## config.mk

```make
export PLATFORM = sky130hd
export DESIGN_NAME = fifo_pixel_writer
export DESIGN_NICKNAME = d
export VERILOG_FILES = /design/src/rtl/fifo_pixel_writer.sv
export SDC_FILE = /design/constraint.sdc
export NUM_CORES = 1
export LEC_CHECK = 0
export ABC_AREA = 1
export CORE_UTILIZATION = 40
export DETAILED_ROUTE_END_ITERATION = 6
export PLACE_DENSITY = 0.67
export SETUP_SLACK_MARGIN = 0.3
export SLEW_MARGIN = 20
export SYNTH_ARGS = -nofsm -noshare
export SYNTH_HDL_FRONTEND = slang
export SYNTH_SLANG_ARGS = --single-unit
```

## constraint.sdc

```tcl
create_clock -name clk -period 2.76 [get_ports clk]
set_input_delay 0.828 -clock clk [delete_from_list [all_inputs] [get_ports clk]]
set_output_delay 0.828 -clock clk [all_outputs]
set_load 0.02 [all_outputs]
```

## src/rtl/fifo_pixel_writer.sv

```systemverilog
// -----------------------------------------------------------------------------
// fifo_pixel_writer
//
// Consumer stage that sits after the rasterizer's show-ahead pixel FIFO.
// It pops packed {x, y, color} entries, turns the coordinate into a linear
// framebuffer address (y*H_RES + x) and issues one write per pixel on a
// valid/ready memory port. It also counts written (and optionally clipped)
// pixels for frame bookkeeping.
//
// Optional feature macro: PIXEL_WRITER_CLIP_EN
//   defined   : out-of-range pixels (x >= H_RES or y >= V_RES) are dropped
//               in CALC and counted on o_drop_count.
//   undefined : every entry is written with the truncated address and
//               o_drop_count is tied to 0.
//
// Ports
//   clk            clock, all logic on the rising edge
//   rst_n          asynchronous active-low reset
//   i_enable       permits new pops (a pixel already in flight completes)
//   i_cnt_clr      synchronous clear of both counters (wins over increments)
//   i_fifo_data    FIFO head entry {x, y, color}, valid when not empty
//   i_fifo_empty   FIFO empty flag
//   o_fifo_rd_en   pop strobe to the FIFO
//   o_mem_addr     write address (stable while o_mem_valid is waiting)
//   o_mem_data     write data (color)
//   o_mem_valid    write request
//   i_mem_ready    memory accepts the write
//   o_busy         high whenever the FSM is not idle
//   o_pix_count    pixels written, wraps mod 2^16
//   o_drop_count   pixels clipped, wraps mod 2^16
// -----------------------------------------------------------------------------
module fifo_pixel_writer #(
    parameter int unsigned X_W     = 9,
    parameter int unsigned Y_W     = 9,
    parameter int unsigned COLOR_W = 4,
    parameter int unsigned WIDTH   = X_W + Y_W + COLOR_W,
    parameter int unsigned H_RES   = 320,
    parameter int unsigned V_RES   = 240,
    parameter int unsigned ADDR_W  = 17
) (
    input  logic               clk,
    input  logic               rst_n,
    input  logic               i_enable,
    input  logic               i_cnt_clr,
    input  logic [WIDTH-1:0]   i_fifo_data,
    input  logic               i_fifo_empty,
    output logic               o_fifo_rd_en,
    output logic [ADDR_W-1:0]  o_mem_addr,
    output logic [COLOR_W-1:0] o_mem_data,
    output logic               o_mem_valid,
    input  logic               i_mem_ready,
    output logic               o_busy,
    output logic [15:0]        o_pix_count,
    output logic [15:0]        o_drop_count
);

    typedef enum logic [1:0] {
        IDLE  = 2'd0,
        CALC  = 2'd1,
        WRITE = 2'd2
    } state_t;

`ifdef PIXEL_WRITER_CLIP_EN
    localparam bit CLIP_EN = 1'b1;
`else
    localparam bit CLIP_EN = 1'b0;
`endif

    state_t             state_q, state_d;
    logic [X_W-1:0]     x_q;
    logic [Y_W-1:0]     y_q;
    logic [COLOR_W-1:0] color_q;
    logic [ADDR_W-1:0]  addr_q;
    logic [COLOR_W-1:0] data_q;
    logic [15:0]        pix_cnt_q, pix_cnt_d;

    logic               pop;
    logic               handshake;
    logic               out_of_range;
    logic               drop_pix;
    logic [ADDR_W-1:0]  lin_addr;

    // Head-of-FIFO field extraction: x in the MSBs, y next, color in the LSBs.
    logic [X_W-1:0]     entry_x;
    logic [Y_W-1:0]     entry_y;
    logic [COLOR_W-1:0] entry_color;

    assign entry_x     = i_fifo_data[WIDTH-1 -: X_W];
    assign entry_y     = i_fifo_data[WIDTH-1-X_W -: Y_W];
    assign entry_color = i_fifo_data[COLOR_W-1:0];

    // Pop from IDLE, or back-to-back from WRITE in the cycle the current
    // write is accepted. Gated by rst_n so no pop is requested while the
    // block is held in reset, whatever i_enable says.
    assign pop = rst_n & i_enable & ~i_fifo_empty &
                 ((state_q == IDLE) | ((state_q == WRITE) & i_mem_ready));

    assign handshake = (state_q == WRITE) & i_mem_ready;

    // Operands are truncated to ADDR_W before the multiply/add; modular
    // arithmetic makes this identical to the full-precision result's LSBs.
    assign lin_addr = ADDR_W'(y_q) * ADDR_W'(H_RES) + ADDR_W'(x_q);

    assign out_of_range = (32'(x_q) >= 32'(H_RES)) | (32'(y_q) >= 32'(V_RES));
    assign drop_pix     = CLIP_EN & (state_q == CALC) & out_of_range;

    // ------------------------------------------------------------------
    // FSM next state
    // ------------------------------------------------------------------
    always_comb begin
        state_d = state_q;
        case (state_q)
            IDLE:    if (pop) state_d = CALC;
            CALC:    state_d = drop_pix ? IDLE : WRITE;
            WRITE:   if (i_mem_ready) state_d = pop ? CALC : IDLE;
            default: state_d = IDLE;
        endcase
    end

    always_ff @(posedge clk or negedge rst_n) begin
        if (!rst_n) begin
            state_q <= IDLE;
        end else begin
            state_q <= state_d;
        end
    end

    // ------------------------------------------------------------------
    // Pixel pipeline registers
    // ------------------------------------------------------------------
    always_ff @(posedge clk or negedge rst_n) begin
        if (!rst_n) begin
            x_q     <= '0;
            y_q     <= '0;
            color_q <= '0;
            addr_q  <= '0;
            data_q  <= '0;
        end else begin
            if (pop) begin
                x_q     <= entry_x;
                y_q     <= entry_y;
                color_q <= entry_color;
            end
            // addr/data only move in CALC, so they stay frozen while WRITE
            // waits on backpressure even if the next entry has been popped.
            if (state_q == CALC) begin
                addr_q <= lin_addr;
                data_q <= color_q;
            end
        end
    end

    // ------------------------------------------------------------------
    // Counters (clear has priority over increment)
    // ------------------------------------------------------------------
    always_comb begin
        pix_cnt_d = pix_cnt_q;
        if (i_cnt_clr) begin
            pix_cnt_d = '0;
        end else if (handshake) begin
            pix_cnt_d = pix_cnt_q + 16'd1;
        end
    end

    always_ff @(posedge clk or negedge rst_n) begin
        if (!rst_n) begin
            pix_cnt_q <= '0;
        end else begin
            pix_cnt_q <= pix_cnt_d;
        end
    end

`ifdef PIXEL_WRITER_CLIP_EN
    logic [15:0] drop_cnt_q, drop_cnt_d;

    always_comb begin
        drop_cnt_d = drop_cnt_q;
        if (i_cnt_clr) begin
            drop_cnt_d = '0;
        end else if (drop_pix) begin
            drop_cnt_d = drop_cnt_q + 16'd1;
        end
    end

    always_ff @(posedge clk or negedge rst_n) begin
        if (!rst_n) begin
            drop_cnt_q <= '0;
        end else begin
            drop_cnt_q <= drop_cnt_d;
        end
    end

    assign o_drop_count = drop_cnt_q;
`else
    assign o_drop_count = '0;
`endif

    // ------------------------------------------------------------------
    // Outputs
    // ------------------------------------------------------------------
    assign o_fifo_rd_en = pop;
    assign o_mem_valid  = (state_q == WRITE);
    assign o_mem_addr   = addr_q;
    assign o_mem_data   = data_q;
    assign o_busy       = (state_q != IDLE);
    assign o_pix_count  = pix_cnt_q;

endmodule

```

## Word-level counts from Yosys, hierarchy flattened

Cells that the tools add are included.

- Multipliers: 1
- Add/sub/neg operators: 2
- Eq/ne operators: 4
- Reduce and logical (&&, ||, !) cells: 4
- Muxes and demuxes: 6
- Bitwise operators: 6

Operators by type and width:

| cell | number |
|---|---|
| two-way mux 16 bit | 2 |
| adder 17 x 9 -> 17 bit | 1 |
| adder 16 x 1 -> 16 bit (second input constant) | 1 |
| multiplier 9 x 3 -> 11 bit (second input constant) | 1 |
| case mux 2 bit (3 select lines) | 1 |
| AND 1 bit | 4 |
| two-way mux 2 bit | 2 |
| nonzero test 2 bit | 2 |
| equality test 2 x 1 -> 1 bit (second input constant) | 1 |
| equality test 2 bit (second input constant) | 1 |
| zero test 2 bit | 1 |
| != test 2 x 1 -> 1 bit (second input constant) | 1 |
| != test 2 bit (second input constant) | 1 |
| AND reduction 2 bit | 1 |
| two-way mux 1 bit | 1 |
| inverter 1 bit | 1 |
| OR 1 bit | 1 |

- Register bits after elaboration: 61
- Logic and storage cells: 30
- Input bits: 28
- Output and inout bits: 56

## Depth between registers and ports, before layout

- Depth after elaboration: 7
- Depth in mapped cells: 14
- Depth with buffers taken out: 14

## Least setup slack after synthesis

OpenSTA, ideal clock, no wires.

- Path kind: in2out
- Start: in i_mem_ready
- End: out o_fifo_rd_en
- Arrival time: 1.461 ns
- Path buffers: 1
- Slack: 0.471 ns
- Data required time: 1.932 ns
- Stages: 5
- Cell sequence: nand3_4 -> nand2_1 -> nand2_1 -> inv_2 -> buf_2

- Cells in the longest elaborated chain, start to end: 3

RTL lines:

| element | RTL line | source |
|---|---|---|
| from (decl) | 51 | `input logic i_mem_ready,` |
| AND 1 bit | 96 | `((state_q == IDLE) \| ((state_q == WRITE) & i_mem_ready));` |
| OR 1 bit | 96 |  |
| AND 1 bit | 95 | `assign pop = rst_n & i_enable & ~i_fifo_empty &` |
| to (decl) | 47 | `output logic o_fifo_rd_en,` |

No other way between the ends.

## Final worst setup path

- Start: reg state_q[1]
- End: out o_mem_valid

- Cells in the longest elaborated chain, start to end: 1

RTL lines:

| element | RTL line | source |
|---|---|---|
| from (decl) | 69 | `state_t state_q, state_d;` |
| from (signal assigned) | 124 | `state_q <= state_d;` |
| equality test 2 bit | 202 | `assign o_mem_valid = (state_q == WRITE);` |
| to (decl) | 50 | `output logic o_mem_valid,` |

No other way between the ends.

==> impl_metrics.yaml <==
yosys:
  synthCells: 410
  synth_seq_cells: 61
  ys_types: 36
  synth_seq_area_share_pct: 45.8
  synth_area_per_cell_um2: 8.14
  synth_area_um2: 3340
  ys_warn_count: 0
sta:
  setup_viol: 0
  max_freq_mhz: 418
  skew_ps: 7.82
  whs_ps: 473
  finalHoldViolCount: 0
  tns_ps: 0
  layout_setup_ws_ps: 370
  relSlewSlack_pct: 48.6
  min_period_over_period_pct: 86.6
  worstMarginPinSlew_ps: 771
  slew_violations: 0
  finalCriticalPeriod_ps: 2390
  grt_setup_unrepaired: "yes"
cts:
  ctsHtreeMaxLevel: 3
  ctsRootBufferMaster: "clkbuf_8"
  tritoncts: "yes"
  cts.sinks: 61
  insertion_delay_ps: 340
  cts_buffers: 9
  clk_path_buf_depth: 2
  clk_pin_slew_ps: 60
die:
  dieArea_um2: 8710
  rows: 32
  io_pins: 84
  core_um2: 7890
  chipHeight_um: 93.3
  die_w_um: 93.3
  initial_core_util_pct: 42.3
route:
  vias: 2762
  antenna_left: 0
  dr.pass1.iters: 4
  drc: 0
  drtIter0Drc: 104
  routedWlPerCell_um: 12.0
  vias_per_cell: 4.65
  routed_wl_mm: 7.12
layout:
  design_area_um2: 4330
  num_antenna_cells: 0
  nets: 535
  drive_gt1_share_pct: 9.55
  fill_cells: 728
  utilization_pct: 54.9
  syn2layout_area_growth_pct: 29.7
  final_cells: 594
placement:
  dp_cells: 575
  portBuffers: 67
  gp_congestion: 0.793
  dp_slack_ps: -336
  dpl.hpwl_mm: 5.23
  placed_area_um2: 4070
grt:
  first_global_vias: 2587
  grt_pass1_wl_mm: 12.0
  grtUsageTotal_pct: 17.7
  antenna_found_initial: 0
  gr-total-overflow: 0
  grt_max_degree: 62
setup_path:
  r2r_start: "y_q[1]$_DFFE_PN0P_"
  start_kind: "flip-flop"
  critical_path_arrival_ps: 1560
  cp_data_required_time_ps: 1930
  critPathCapture: "o_mem_valid"
  crit_fanout: 4
  crit_type: "flip-flop to output port"
  r2r_slack_ps: 390
  setup.worst_path.start: "state_q[1]$_DFFE_PN0P_"
  r2r-end: "o_mem_addr[15]$_DFFE_PN0N_"
  reg2regPathDepth: 12
  end_kind: "output port"
power:
  ir_drop_mv: 0.527
  total_power_mw: 4.42
  powerDensity_nw_per_um2: 1020
  power.leakage_nw: 2.15
status:
  status: "finished, final reports clean"
flow_run:
  drv_cap: 0
worst_hold_path:
  min_path_type: "flip-flop to flip-flop"
[power breakdown]
group	total, mW	switching (mW)	internal (mW)	leakage [nW]
Clock	0.898	0.343	0.555	0.116
Combinational	2.14	1.25	0.896	1.25
Sequential	1.38	0.186	1.19	0.786
Total	4.42	1.78	2.65	2.15
[how the worst min path moves through the flow]
stage / startpoint / to / slack [ps] / depth (start not counted)
6_report: o_mem_addr[5]$_DFFE_PN0N_ / o_mem_addr[5]$_DFFE_PN0N_ / 470 / 2
5_1_grt: o_mem_addr[5]$_DFFE_PN0N_ / o_mem_addr[5]$_DFFE_PN0N_ / 500 / 2
4_1_cts: o_mem_addr[5]$_DFFE_PN0N_ / o_mem_addr[5]$_DFFE_PN0N_ / 480 / 2
3_5_place_dp: o_mem_addr[5]$_DFFE_PN0N_ / o_mem_addr[5]$_DFFE_PN0N_ / 470 / 2
3_3_place_gp: o_mem_addr[5]$_DFFE_PN0N_ / o_mem_addr[5]$_DFFE_PN0N_ / 460 / 2
2_1_floorplan: x_q[5]$_DFFE_PN0P_ / x_q[5]$_DFFE_PN0P_ / 450 / 2
[routing by layer]
metal,vias to the layer above,track usage (%),share of wire [%]
li1,1428,-,-
met1,1263,23.5,48
met2,63,28.1,46
met3,8,4.15,4.2
met4,0,6.67,1.4
met5,-,0,0
[layout make-up]
class                           count  area (µm²)  area share [%]
Multi-Input combinational cell    290        1530            35.4
Sequential cell                    61        1530            35.3
Timing Repair Buffer               76         734            17.0
Inverter                           49         184            4.25
Clock buffer                       12         155            3.58
Tap cell                          102         128            2.95
Clock inverter                      4        70.1            1.62
[placed cells by master (no fill, tap or decap), types with 3 or more instances in the layout]
cell / instances
nand2_1: 126
clkdlybuf4s50_1: 62
dfrtp_1: 61
inv_1: 46
o21ai_0: 29
nor2_1: 26
nand3_1: 22
ha_1: 17
conb_1: 16
clkbuf_8: 11
a21oi_1: 10
buf_4: 9
nor3_1: 7
inv_2: 3
a31oi_1: 3
nand3_2: 3
o21ai_1: 3
nand4_1: 3
[Yosys cell counts (all sizes together)]
cell | n | area, µm²
a211oi | 3 | 27.5
a21o | 1 | 7.51
a21oi | 11 | 58.8
a22o | 1 | 8.76
a31oi | 3 | 18.8
buf | 19 | 138
clkbuf | 6 | 23.8
conb | 1 | 3.75
dfrtp | 61 | 1530
fa | 2 | 40.0
ha | 18 | 225
inv | 49 | 184
nand2 | 129 | 497
nand3 | 26 | 153
nand4 | 3 | 18.8
nor2 | 30 | 133
nor3 | 7 | 35.0
nor4 | 1 | 21.3
o21ai | 33 | 169
o21bai | 2 | 15.0
or2 | 1 | 6.26
xnor2 | 2 | 17.5
xor2 | 1 | 8.76
[worst max-delay path, stage by stage (launching register included)]
cell and delay, ps:
dfrtp_1 430, inv_1 90, nor2_1 110, clkdlybuf4s50_1 610
[registers in the layout, indices dropped and copies added, names as in the netlist]
signal       flops
color_q          4
o_mem_addr      17
o_mem_data       4
o_pix_count     16
state_q          2
x_q              9
y_q              9
[what timing repair did]
action                     CTS  global route
setup endpoints to repair    1             4
gates resized for setup      8             4
pin swaps                    2             4
setup buffers                0             3
hold buffers                 0             0
hold endpoints to repair     0             0
[cell families after synthesis]
logic type      Yosys count  synth area share [%]
simple gates            197                  25.9
buf+inv                  74                  10.4
flops                    61                  45.8
compound gates           54                  9.15
fa+ha+maj                20                  7.95
xor+xnor                  3                 0.788
other cells               1                 0.112
Note: power is estimated with default switching activity, not from simulation.
